`src/rtl/logic2048_line_engine.sv`:
```
// ============================================================================
// Module : logic2048_line_engine
// Desc   : Sequential 2048 single-line slide/merge engine, one tile per clock.
//          Define LOGIC2048_SCORE_EN to build the merge_score/merge_count logic.
// Rev    : 1.0
// ============================================================================
`default_nettype none

module logic2048_line_engine #(
    parameter int N       = 4,
    parameter int W       = 4,
    parameter int SCORE_W = 16
) (
    input  logic                 clk,
    input  logic                 rst_n,
    input  logic                 start,
    input  logic                 dir,
    input  logic [N*W-1:0]       line_in,
    output logic                 busy,
    output logic                 done,
    output logic [N*W-1:0]       line_out,
    output logic                 movable,
    output logic [SCORE_W-1:0]   merge_score,
    output logic [$clog2(N):0]   merge_count
);

    localparam int             IW       = $clog2(N);
    localparam int             CW       = $clog2(N) + 1;
    localparam logic [IW-1:0]  LAST     = IW'(N - 1);
    localparam logic [W-1:0]   MAX_TILE = '1;

    typedef enum logic [1:0] {
        IDLE  = 2'd0,
        SCAN  = 2'd1,
        FLUSH = 2'd2
    } state_t;

    state_t         state, state_nx;
    logic [N*W-1:0] cap_line;
    logic           cap_dir;
    logic [N*W-1:0] work;
    logic [W-1:0]   pend;
    logic           pend_vld;
    logic [IW-1:0]  step;
    logic [IW-1:0]  slot;

    logic [IW-1:0]  scan_pos, slot_pos;
    logic [W-1:0]   cur;
    logic           hit;
    logic           emit;
    logic [W-1:0]   emit_val;
    logic [W-1:0]   pend_nx;
    logic           pend_vld_nx;
    logic [N*W-1:0] flush_line;

    // Step/slot k maps to the k-th tile counted from the leading end.
    function automatic logic [IW-1:0] lead_pos(input logic [IW-1:0] k, input logic d);
        return d ? (LAST - k) : k;
    endfunction

    always_ff @(posedge clk or negedge rst_n) begin
        if (!rst_n) state <= IDLE;
        else        state <= state_nx;
    end

    always_comb begin
        state_nx = state;
        case (state)
            IDLE:    if (start) state_nx = SCAN;
            SCAN:    if (step == LAST) state_nx = FLUSH;
            FLUSH:   state_nx = IDLE;
            default: state_nx = IDLE;
        endcase
    end

    assign busy     = (state != IDLE);
    assign scan_pos = lead_pos(step, cap_dir);
    assign slot_pos = lead_pos(slot, cap_dir);
    assign cur      = cap_line[scan_pos*W +: W];
    assign hit      = pend_vld && (cur != '0) && (pend == cur) && (cur != MAX_TILE);

    always_comb begin
        emit        = 1'b0;
        emit_val    = '0;
        pend_nx     = pend;
        pend_vld_nx = pend_vld;
        if (cur != '0) begin
            if (hit) begin
                emit        = 1'b1;
                emit_val    = cur + W'(1);
                pend_vld_nx = 1'b0;
            end else if (pend_vld) begin
                emit     = 1'b1;
                emit_val = pend;
                pend_nx  = cur;
            end else begin
                pend_vld_nx = 1'b1;
                pend_nx     = cur;
            end
        end
    end

    always_comb begin
        flush_line = work;
        if (pend_vld) flush_line[slot_pos*W +: W] = pend;
    end

    always_ff @(posedge clk or negedge rst_n) begin
        if (!rst_n) begin
            cap_line <= '0;
            cap_dir  <= 1'b0;
            work     <= '0;
            pend     <= '0;
            pend_vld <= 1'b0;
            step     <= '0;
            slot     <= '0;
            line_out <= '0;
            movable  <= 1'b0;
            done     <= 1'b0;
        end else begin
            done <= (state == FLUSH);
            case (state)
                IDLE: begin
                    if (start) begin
                        cap_line <= line_in;
                        cap_dir  <= dir;
                        work     <= '0;
                        pend     <= '0;
                        pend_vld <= 1'b0;
                        step     <= '0;
                        slot     <= '0;
                    end
                end
                SCAN: begin
                    step     <= step + IW'(1);
                    pend     <= pend_nx;
                    pend_vld <= pend_vld_nx;
                    if (emit) begin
                        work[slot_pos*W +: W] <= emit_val;
                        slot                  <= slot + IW'(1);
                    end
                end
                FLUSH: begin
                    line_out <= flush_line;
                    movable  <= (flush_line != cap_line);
                end
                default: ;
            endcase
        end
    end

`ifdef LOGIC2048_SCORE_EN
    localparam logic [SCORE_W:0] SCORE_ONE = {{SCORE_W{1'b0}}, 1'b1};

    logic [SCORE_W-1:0] score, score_nx;
    logic [CW-1:0]      count;
    logic [31:0]        term_exp;
    logic [SCORE_W:0]   score_sum;

    // Any term that does not fit, or a carry out of the sum, pins the score at all-ones.
    always_comb begin
        term_exp  = 32'(cur) + 32'd1;
        score_sum = '0;
        score_nx  = score;
        if (term_exp >= 32'(SCORE_W)) begin
            score_nx = '1;
        end else begin
            score_sum = {1'b0, score} + (SCORE_ONE << term_exp);
            score_nx  = score_sum[SCORE_W] ? '1 : score_sum[SCORE_W-1:0];
        end
    end

    always_ff @(posedge clk or negedge rst_n) begin
        if (!rst_n) begin
            score       <= '0;
            count       <= '0;
            merge_score <= '0;
            merge_count <= '0;
        end else begin
            if (state == IDLE && start) begin
                score <= '0;
                count <= '0;
            end else if (state == SCAN && hit) begin
                score <= score_nx;
                count <= count + CW'(1);
            end
            if (state == FLUSH) begin
                merge_score <= score;
                merge_count <= count;
            end
        end
    end
`else
    assign merge_score = '0;
    assign merge_count = '0;
`endif

endmodule

`default_nettype wire
```
`config.mk`:
```
export PLATFORM = sky130hd
export DESIGN_NAME = logic2048_line_engine
export DESIGN_NICKNAME = d
export VERILOG_FILES = /design/src/rtl/logic2048_line_engine.sv
export SDC_FILE = /design/constraint.sdc
export NUM_CORES = 1
export LEC_CHECK = 0
export CAP_MARGIN = 25
export CORE_UTILIZATION = 54
export DETAILED_ROUTE_END_ITERATION = 10
export PLACE_DENSITY = 0.8
export SKIP_LAST_GASP = 1
export SLEW_MARGIN = 25
export SYNTH_ARGS = -nofsm -noshare
export SYNTH_HDL_FRONTEND = slang
export SYNTH_SLANG_ARGS = --single-unit
```
`constraint.sdc`:
```
create_clock -name clk -period 3 [get_ports clk]
set_input_delay 0.45 -clock clk [delete_from_list [all_inputs] [get_ports clk]]
set_output_delay 0.45 -clock clk [all_outputs]
set_load 0.01 [all_outputs]
```
After elaboration in Yosys (flattened, before gate mapping)
Cells that the tools add are included.
- $add $sub $neg: 6
- eq/ne operators: 11
- shift-type cells: 4
- muxes and demuxes: 29
- reduce and logical (&&, ||, !) cells: 13
- operators with widths (operator ; count):
    indexed part select 4 x 34 -> 16 bit ; 2
    2-to-1 mux 16 bit ; 3
    negator 4 -> 34 bit ; 1
    variable shift 4 x 34 -> 16 bit, first input constant ; 1
    bitwise mux 16 bit ; 2
    case mux 16 bit (2 select lines) ; 1
    2-to-1 mux 4 bit ; 6
    inequality test 16 bit ; 1
    indexed part select 16 x 5 -> 4 bit ; 1
    2-to-1 mux 2 bit ; 6
    case mux 2 bit (2 select lines) ; 3
    inequality test 2 bit, second input constant ; 5
    case mux 4 bit (2 select lines) ; 1
    2-to-1 mux 1 bit ; 6
    AND reduction 2 bit ; 3
    AND reduction 3 bit ; 2
    adder 2 x 1 -> 2 bit, second input constant ; 2
    adder 4 x 1 -> 4 bit, second input constant ; 1
    == test 2 bit, second input constant ; 2
    == test 4 bit ; 1
    inequality test 4 bit, second input constant ; 1
    AND reduction 4 bit ; 1
    nonzero test 2 bit ; 2
    nonzero test 4 bit ; 1
    other kinds (5) ; 8
- bits in registers: 62
- input bits: 20
- logic and storage cells: 74

Logic depth before layout (Yosys ltp)
Gate-level depths: netlist of run 1.
- depth in word-level cells: 13
- mapped depth: 13
- depth with buffers taken out: 10

Least setup slack after synthesis of run 1
No wires, ideal clock.
- path kind: reg2reg
- from: reg step[0]
- to: reg work[2]
- setup time: 0.133 ns
- arrival: 2.367 ns
- required time: 2.867 ns
- slack: 0.500 ns
- stages on the path, launching flop included: 14
- path buffers: 3
- clock period less this slack: 2.500 ns
- path through: dfrtp_1 buf_6 buf_12 mux2i_1 a22o_2 nor2_1 inv_1 ha_1 and2_4 a21o_2 or2_0 buf_2 nand3_1 o21ai_0
- word-level cells in the longest chain between the ends: 13
- elaborated cells on any way between the ends: 20
- ends and longest elaborated chain (item ; line ; text):
    start: declaration ; 44 ; logic [IW-1:0] step;
    start signal: assignment ; 135 ; step <= step + IW'(1);
    subtractor 2 bit ; 58 ; return d ? (LAST - k) : k;
    2-to-1 mux 2 bit * ; 58 ;
    indexed part select 16 x 5 -> 4 bit * ; 79 ; assign cur = cap_line[scan_pos*W +: W];
    parallel branches: the longest is 10 deep, another holds adder 4 x 1 -> 4 bit ; n/a ;
    end signal: indexed assignment ; 139 ; work[slot_pos*W +: W] <= emit_val;
    end: declaration ; 41 ; logic [N*W-1:0] work;
Mark *: on every way between the ends. The select of a mux whose other input is x is not followed.
A chain may end at the register's enable or synchronous reset.

Worst setup path in the final report of run 1
Ends and elaborated chain as after synthesis.

==> results of run 1 <==
## placed cells by master, fill, tap and decap left out, drive strengths merged, types with 5 or more instances in the layout
cell type      count
a21oi             12
a22o               5
buf               10
clkbuf             9
clkdlybuf4s50     37
conb              19
dfrtp             62
inv               12
mux2              19
mux2i             28
nand2             28
nand3             25
nor2              11
nor3               5
o21ai             46
xnor2              7
xor2              12
## worst paths after layout
check,to,slack [ns],cells after the start,from
max reg2reg,work[2]$_DFFE_PN0P_,0.31,11,step[0]$_DFFE_PN0P_
min,work[13]$_DFFE_PN0P_,0.09,1,rst_n
max in group asynchronous,line_out[2]$_DFFE_PN0P_,2.33,2,rst_n
max,work[2]$_DFFE_PN0P_,0.31,11,step[0]$_DFFE_PN0P_
min in group clk,line_out[11]$_DFFE_PN0P_,0.48,2,line_out[11]$_DFFE_PN0P_
min reg2reg,line_out[11]$_DFFE_PN0P_,0.48,2,line_out[11]$_DFFE_PN0P_
## through the flow
| step | area, µm² | power, mW | instances | hold WS (ns) | setup slack [ns] |
|---|---|---|---|---|---|
| 6_report | 4210 | 5.36 | 485 | 0.0910 | 0.308 |
| 5_1_grt | 4210 | 5.73 | 485 | 0.144 | 0.0550 |
| 4_1_cts | 4190 | 5.29 | 485 | 0.289 | 0.248 |
| 3_5_place_dp | 4020 | 4.62 | 469 | 0.470 | 0.264 |
| 3_3_place_gp | 4020 | 4.53 | 469 | 0.464 | 0.353 |
| 2_1_floorplan | 3780 | 3.89 | 384 | 0.154 | 0.500 |
## sequential cells by signal, summed over array words and instances (netlist names), 2 cells and up
| register | flops |
|---|---|
| cap_line | 16 |
| line_out | 16 |
| pend | 4 |
| slot | 2 |
| state | 2 |
| step | 2 |
| work | 16 |
## area by class of cell
cell class | instances | area, µm² | share of cell area (%)
inverter | 11 | 41.3 | 0.981
timing repair buffer | 47 | 445 | 10.6
multi-input combinational | 272 | 1900 | 45.2
tap | 77 | 96.3 | 2.29
clock inverter | 7 | 48.8 | 1.16
sequential | 62 | 1550 | 36.9
clock buffer | 9 | 124 | 2.94
## kinds of logic (layout without fill, tap and decap cells)
group	after synthesis	in the layout	synth area share (%)
and+or+nand+nor	97	97	14.2
AOI/OAI and AO/OA	85	85	14.3
adders and majority gates	3	3	1.01
other	1	19	0.101
xor gates and xnor gates	19	19	4.48
buffers and inverters	50	74	9.19
DFF	62	62	41.8
muxes	49	49	15.0
## per-layer routing
metal	GRT usage, %	up-vias	part of all wire (%)
li1	-	1337	-
met1	32.7	1393	43
met2	40.7	122	47
met3	4.57	28	6.2
met4	12.6	0	3.7
met5	0	-	0
## power by group
group	internal [mW]	switching, mW	leakage (nW)
clock network	0.298	0.363	0.0776
registers	1.20	0.501	0.782
logic	1.41	1.59	1.03
==> key figures, run 1 <==
Clocking
  • TritonCTS sink count: 62
  • CTS clk-pin slew, worst paths: around 0.080 ns
  • Root buf cell: clkbuf_8
  • Number of buffers created by CTS: 9
  • Post-CTS Resized: 0
  • Post-CTS setup buffer count: 0
  • Worst skew pair latency: ~0.36 ns
  • Clock Tree Buf Depth: 2
  • CTS tree: yes
  • # hold bufs at CTS: 0
  • Htree depth: 3

Global route
  • GRT Residual Overflow: 0
  • First-pass GRT wire length: between 10000 and 15000 µm
  • Largest net degree at the start of global routing: 46
  • GRT Total Usage: 25.2%
  • Vias in the first global route: 2782
  • Initial antenna violation count: 0

Pwr
  • Leak pwr: around 1.9 nW
  • Maximum resistive drop on vdd: between 0.7 and 0.8 mV
  • Pwr Density: between 1000 and 1500 mW/mm²

Status
  • Outcome: finished, violations left
  • Failing checks: design-rule violations

STA
  • Final Critical Period: between 2 and 3 ns
  • Actual slew at the worst max-slew pin: 0.702 ns
  • Period utilization: roughly 90%
  • Clk_skew: 0.00681 ns
  • Setup TNS: 0 ns
  • RSZ-0062 raised after global routing: false
  • Max Slew Vio Count: 0
  • Final hold viol count: 0
  • Fmax: ~0.37 GHz
  • Slew margin rel.: between 50% and 60%
  • Endpoints failing setup: 0

Setup path
  • Crit path DAT: around 2.9 ns
  • Slowest Stage Delay on Critical Path: ~0.36 ns
  • Slowest CP cell: dfrtp_1
  • Worst Path Max Fanout: 16
  • CP Data Required Time: around 3.2 ns
  • Critical-path cell list: buf_4 > mux2i_1 > a22o_2 > nor2_1 > inv_1 > ha_1 > and2_4 > a21o_2 > or2_0 > nand3_1 > o21ai_0
  • Crit end category: flop
  • CP Class: flop to flop
  • Delay-heaviest family, CP: simple AND/OR/NAND/NOR gates
  • Worst Setup Start Kind: flop
  • Crit path buffers/inverters: 2

Final layout
  • Antenna diode count: 0
  • Area growth syn-to-layout: 13.3%
  • Nets: between 400 and 500
  • Ratio of cells with drive above 1 in the final layout: 16.9%
  • Layout fillers: 517
  • Fin util: 64.8%

Synthesis
  • Count of different cell masters after synthesis: ~60
  • Top-count cell post-synth: dfrtp_1
  • Synth warn: 0
  • Area share of the largest cell type after synthesis: a little over two fifths
  • Main flop type after synthesis: dfrtp_1
  • Flops & latches, synth: 62
  • Syn Area/Cell: 10.1 µm²
  • Cells after Synth: between 300 and 400
  • EDFF count, synth: 0
  • Post-Syn Area: 0.00371 mm²
  • Async SR Flop Fraction: 100%
  • Commonest cells post-synth: 62 x dfrtp_1, 39 x o21ai_0, 28 x nand2_1
  • Seq/Total Area, Yosys: a little over two fifths
  • Top post-synthesis cells by area: dfrtp_1 42%, mux2i_1 7.3%, mux2_2 5.5%, o21ai_0 5.3%, buf_4 3.8%
  • Cell taking the most area after synthesis: dfrtp_1

Hold path
  • Hold Crit Class: primary input to asynchronous set/reset pin

Detailed routing
  • Avg WL per Cell: about 17 µm
  • DR DRC count: 2
  • DR vias/cell: between 5 and 6
  • Vias: 2880
  • DRT iter0 DRCs: around 210
  • Final antenna-violating net count: 0
  • Router iterations before antenna repair: 7
  • Wirelength, routed: 8390 µm

Floorplan
  • Die area: between 0.007 and 0.008 mm²
  • Die height: 84.9 µm
  • Top Ports: a little under 60
  • CORE AREA: 0.00649 mm²
  • Die Wd: 84.9 µm
  • # rows: 29
  • Starting Density: a little under three fifths

Place
  • Placer Congestion: just under 0.9
  • Port Buffer Count: 38
  • HPWL Detailed: 6090 µm

Job
  • Max_cap viols: 0
(Power assumes the default switching activity.)
==> inputs of run 2 (changes only) <==
--- a/config.mk
+++ b/config.mk
@@ -6,6 +6,7 @@
 export NUM_CORES = 1
 export LEC_CHECK = 0
 export CAP_MARGIN = 25
+export CORE_MARGIN = 2
 export CORE_UTILIZATION = 54
 export DETAILED_ROUTE_END_ITERATION = 10
 export PLACE_DENSITY = 0.8
==> key figures, run 2 (synthesis gave the netlist of run 1 again) <==
Global route
  • Vias in the first global route: 2772 (-0.36%)
  • Met1 Usage GRT: 30.3% (-2.4 points)
  • GRT Total Usage: 23.8% (-1.4 points)
  • Initial antenna violation count: 0 (unchanged)
  • GRT met2 Usage: 39.8% (-0.86 points)
  • Largest net degree at the start of global routing: 34 (-26%)
  • GR Util met3: 5.40% (+0.83 points)
  • GRT Residual Overflow: 0 (unchanged)
  • First-pass GRT wire length: 13700 µm (-0.20%)
  • GR peak layer: met2

STA
  • Slew margin rel.: 45.8% (-7.2 points)
  • Period utilization: 91.3% (+1.5 points)
  • Endpoints failing setup: 0 (unchanged)
  • Final Critical Period: 2.74 ns (+0.0464 ns)
  • RSZ-0062 raised after global routing: false
  • Clk_skew: 0.00533 ns (-0.00148 ns)
  • Max Slew Vio Count: 0 (unchanged)
  • Setup TNS: 0 ns (unchanged)
  • Actual slew at the worst max-slew pin: 0.811 ns (+0.108 ns)
  • Hold WS: 0.0235 ns (-0.0675 ns)
  • Final hold viol count: 0 (unchanged)
  • Fmax: 0.365 GHz (-1.7%)

Setup path
  • Critical path origin: step[1]$_DFFE_PN0P_
  • R2r startpoint: step[1]$_DFFE_PN0P_
  • Crit path DAT: 2.95 ns (+0.03 ns)
  • Slowest CP cell: dfrtp_1
  • Slowest Stage Delay on Critical Path: 0.46 ns (+0.10 ns)
  • Worst Setup Start Kind: flop
  • Critical-path cell list: and2b_2 > a22o_2 > nor2_1 > inv_1 > ha_1 > and2_4 > a21o_2 > or2_0 > nand3_1 > o21ai_0
  • R2R Setup Slk: 0.26 ns (-0.05 ns)
  • Crit end category: flop
  • CP Class: flop to flop
  • CP Data Required Time: 3.21 ns (-0.02 ns)
  • Worst Path Max Fanout: 8 (-8)

Final layout
  • Commonest non-fill, non-tap cell in the layout: dfrtp_1
  • Area growth syn-to-layout: 12.9%
  • Ratio of cells with drive above 1 in the final layout: 16.0% (-0.90 points)
  • Antenna diode count: 0 (unchanged)
  • Top Registers: cap_line (16), line_out (16), work (16)
  • Nets: 425 (-0.23%)
  • Layout fillers: 567 (+9.7%)
  • Most frequent cells in the layout: 62 x dfrtp_1, 39 x o21ai_0, 37 x clkdlybuf4s50_1

Floorplan
  • Starting Density: 55.3% (-1.9 points)
  • # rows: 30 (+3.4%)
  • CORE AREA: 0.00672 mm² (+3.4%)
  • Die Wd: 86.9 µm (+2.4%)
  • Die height: 86.9 µm (+2.4%)
  • Top Ports: 58 (unchanged)
  • Die area: 0.00756 mm² (+4.8%)

Place
  • HPWL Detailed: 6120 µm (+0.47%)
  • Placer Congestion: 0.970 (+8.7%)
  • Port Buffer Count: 38 (unchanged)

Pwr
  • Pwr Density: 1270 mW/mm² (-0.61%)
  • Leak pwr: 1.90 nW (+0.34%)
  • Maximum resistive drop on vdd: 0.732 mV (-3.4%)

Detailed routing
  • Final antenna-violating net count: 0 (unchanged)
  • Avg WL per Cell: 17.0 µm (-1.7%)
  • DRT iter0 DRCs: 261 (+24%)
  • DR vias/cell: 5.87 (-1.1%)
  • Wirelength, routed: 8260 µm (-1.5%)
  • Router iterations before antenna repair: 5 (-2)
  • DR DRC count: 0 (-2)
  • Vias: 2853 (-0.94%)

Clocking
  • Clock Tree Buf Depth: 2 (unchanged)
  • Root buf cell: clkbuf_8
  • TritonCTS sink count: 62 (unchanged)
  • CTS tree: yes
  • CTS clk-pin slew, worst paths: 0.07 ns (about the same)
  • Number of buffers created by CTS: 9 (unchanged)
  • Worst skew pair latency: 0.35 ns (about the same)
  • Htree depth: 3 (unchanged)

Job
  • Max_cap viols: 0 (unchanged)

Hold path
  • Hold Crit Class: primary input to asynchronous set/reset pin

Status
  • Outcome: completed
[run 2: metal layers]
layer  routed length [µm]  up-vias
met3                  578       23
li1                     -     1334
met5                    0        -
met4                  168        0
met1                 3500     1366
met2                 4020      130
[run 2: cell type report]
class | count | area, µm² | area share [%]
Multi-Input combinational cell | 272 | 1890 | 45.1
Sequential cell | 62 | 1550 | 37.0
Timing Repair Buffer | 46 | 435 | 10.4
Clock buffer | 11 | 151 | 3.61
Tap cell | 80 | 100 | 2.39
Inverter | 11 | 41.3 | 0.984
Clock inverter | 4 | 22.5 | 0.537
[run 2: power breakdown]
part / total, mW / internal, mW / switching (mW)
clock: 0.645 / 0.335 / 0.310
combinational: 2.94 / 1.39 / 1.55
sequential: 1.72 / 1.20 / 0.520
total: 5.31 / 2.93 / 2.38
[run 2: through the flow]
stage | power (mW) | utilization [%] | instance area, µm² | cells | setup WS, ns
floorplan | 3.89 | - | 3780 | 384 | 0.500
global placement | 4.48 | 59.8 | 4020 | 471 | 0.357
detailed placement | 4.62 | 59.8 | 4020 | 471 | 0.149
CTS | 5.28 | 62.4 | 4190 | 486 | 0.105
global route | 5.70 | 62.4 | 4200 | 486 | 0.0319
finish | 5.31 | 62.4 | 4200 | 486 | 0.261
[run 2: worst max-delay path, delay by kind of cell (launching register included)]
kind,cells,cell delay (ns)
AND/OR/NAND/NOR,5,1.16
buffers and inverters,1,0.11
adder cells (fa/ha/maj),1,0.26
AO/OA/AOI/OAI,3,0.62
flip-flops,1,0.46
[run 2: what timing repair did]
item,in CTS,in global routing
setup buffers,0,0
gates resized for setup,0,1
hold buffers,0,0
endpoints found under the setup margin,0,12
[run 2: final timing paths]
path                                       endpoint  depth (start not counted)
max                             work[3]$_DFFE_PN0P_                         10
min                         line_out[5]$_DFFE_PN0P_                          1
max reg2reg                     work[3]$_DFFE_PN0P_                         10
min reg2reg                 line_out[7]$_DFFE_PN0P_                          2
max in group asynchronous  cap_line[15]$_DFFE_PN0P_                          2
min in group clk            line_out[7]$_DFFE_PN0P_                          2
==> inputs of run 3 (changes only) <==
--- a/config.mk
+++ b/config.mk
@@ -6,10 +6,13 @@
 export NUM_CORES = 1
 export LEC_CHECK = 0
 export CAP_MARGIN = 25
+export CELL_PAD_IN_SITES_DETAIL_PLACEMENT = 1
+export CELL_PAD_IN_SITES_GLOBAL_PLACEMENT = 1
 export CORE_MARGIN = 2
-export CORE_UTILIZATION = 54
+export CORE_UTILIZATION = 42
 export DETAILED_ROUTE_END_ITERATION = 10
-export PLACE_DENSITY = 0.8
+export PLACE_DENSITY_LB_ADDON = 0.1
+export SKIP_CTS_REPAIR_TIMING = 1
 export SKIP_LAST_GASP = 1
 export SLEW_MARGIN = 25
 export SYNTH_ARGS = -nofsm -noshare
==> key figures, run 3 (synthesis gave the netlist of run 1 again) <==
STA
  • Actual slew at the worst max-slew pin: 0.721 ns (-0.0898 ns)
  • Fmax: 0.361 GHz (-1.0%)
  • RSZ-0062 raised after global routing: false
  • Setup TNS: 0 ns (unchanged)
  • Endpoints failing setup: 0 (unchanged)
  • Max Slew Vio Count: 0 (unchanged)
  • Final Critical Period: 2.77 ns (+0.0285 ns)
  • Clk_skew: 0.00785 ns (+0.00252 ns)
  • Final hold viol count: 0 (unchanged)
  • Slew margin rel.: 51.9% (+6.1 points)
  • Period utilization: 92.2% (+0.95 points)

Setup path
  • R2R Setup Slk: 0.23 ns (-0.03 ns)
  • Worst Setup Start Kind: flop
  • Critical path origin: step[1]$_DFFE_PN0P_
  • Number of cells on the worst reg-to-reg path: 10 (unchanged)
  • Critical path destination: work[3]$_DFFE_PN0P_
  • Crit end category: flop
  • R2r startpoint: step[1]$_DFFE_PN0P_
  • CP Data Required Time: 3.21 ns (about the same)
  • CP Class: flop to flop
  • Crit path DAT: 2.98 ns (+0.03 ns)
  • Worst flop-to-flop path endpoint: work[3]$_DFFE_PN0P_
  • Worst Path Max Fanout: 8 (unchanged)

Status
  • Outcome: completed

Global route
  • GRT Total Usage: 21.4% (-2.4 points)
  • Largest net degree at the start of global routing: 34 (unchanged)
  • First-pass GRT wire length: 15800 µm (+16%)
  • Vias in the first global route: 2900 (+4.6%)
  • Initial antenna violation count: 0 (unchanged)
  • GRT Residual Overflow: 0 (unchanged)

Detailed routing
  • Final antenna-violating net count: 0 (unchanged)
  • DR vias/cell: 5.49 (-6.5%)
  • Router iterations before antenna repair: 4 (-1)
  • DRT iter0 DRCs: 120 (-54%)
  • DR DRC count: 0 (unchanged)
  • Avg WL per Cell: 18.6 µm (+9.7%)
  • Wirelength, routed: 9660 µm (+17%)
  • Vias: 2842 (-0.39%)

Final layout
  • Antenna diode count: 0 (unchanged)
  • Nets: 429 (+0.94%)
  • Area growth syn-to-layout: 15.4%
  • Top Registers: cap_line (16), line_out (16), work (16)
  • Ratio of cells with drive above 1 in the final layout: 16.6% (+0.58 points)
  • Fin util: 49.7% (-13 points)
  • Commonest non-fill, non-tap cell in the layout: dfrtp_1
  • Most frequent cells in the layout: 62 x dfrtp_1, 39 x o21ai_0, 37 x clkdlybuf4s50_1

Clocking
  • Number of buffers created by CTS: 9 (unchanged)
  • CTS clk-pin slew, worst paths: 0.07 ns (about the same)
  • Worst skew pair latency: 0.35 ns (about the same)
  • CTS tree: yes
  • Root buf cell: clkbuf_8
  • Htree depth: 3 (unchanged)
  • Clock Tree Buf Depth: 2 (unchanged)
  • TritonCTS sink count: 62 (unchanged)

Hold path
  • Hold Crit Class: primary input to asynchronous set/reset pin

Floorplan
  • Top Ports: 58 (unchanged)
  • Die Wd: 98.0 µm (+13%)
  • CORE AREA: 0.00864 mm² (+29%)
  • Die area: 0.00961 mm² (+27%)
  • # rows: 34 (+13%)
  • Starting Density: 43.0% (-12 points)
  • Die height: 98.0 µm (+13%)

Place
  • Placer Congestion: 0.863 (-11%)
  • Port Buffer Count: 38 (unchanged)
  • HPWL Detailed: 7220 µm (+18%)

Pwr
  • Maximum resistive drop on vdd: 0.561 mV (-23%)
  • Leak pwr: 1.93 nW (+1.5%)
  • Total power: 5.53 mW (+4.1%)
  • Pwr Density: 1290 mW/mm² (+1.9%)

Job
  • Max_cap viols: 0 (unchanged)
[run 3: worst min path at each step]
stage,from,endpoint,slack (ns)
after CTS,rst_n,slot[1]$_DFFE_PN0P_,0.16
after detailed placement,line_out[9]$_DFFE_PN0P_,line_out[9]$_DFFE_PN0P_,0.47
final,rst_n,slot[0]$_DFFE_PN0P_,0.15
after floorplan,rst_n,cap_dir$_DFFE_PN0P_,0.15
after global placement,line_out[9]$_DFFE_PN0P_,line_out[9]$_DFFE_PN0P_,0.46
after global routing,rst_n,slot[0]$_DFFE_PN0P_,0.17
[run 3: layout make-up]
type	count	area, µm²
Clock buffer	11	141
Sequential cell	62	1550
Inverter	11	41.3
Timing Repair Buffer	50	478
Tap cell	108	135
Clock inverter	4	47.5
Fill cell	959	4350
Multi-Input combinational cell	272	1890
[run 3: critical path: stages, from the launching register on]
cell	delay (ns)
dfrtp_1	0.46
and2b_2	0.26
a22o_2	0.28
nor2_1	0.27
inv_1	0.10
ha_1	0.25
and2_4	0.17
a21o_2	0.25
or2_0	0.36
nand3_1	0.14
o21ai_0	0.09
[run 3: per-layer routing]
layer / vias to the layer above / part of all wire (%) / global-route usage [%]
li1: 1342 / - / -
met2: 66 / 47 / 34.4
met5: - / 0 / 0
met3: 13 / 4.1 / 4.37
met1: 1421 / 47 / 28.9
met4: 0 / 1.8 / 7.59
[run 3: through the flow]
step	hold slack, ns	std cells	setup slack (ns)	area (µm²)
after floorplan	0.154	384	0.500	3780
after global placement	0.464	503	0.239	4100
after detailed placement	0.471	503	0.109	4100
after CTS	0.163	518	0.119	4280
after global routing	0.174	518	0.00844	4290
final	0.146	518	0.233	4290
[run 3: power breakdown]
| group | switching, mW | leakage [nW] | internal [mW] |
|---|---|---|---|
| logic | 1.66 | 1.05 | 1.45 |
| clock network | 0.336 | 0.0952 | 0.399 |
| registers | 0.479 | 0.782 | 1.20 |
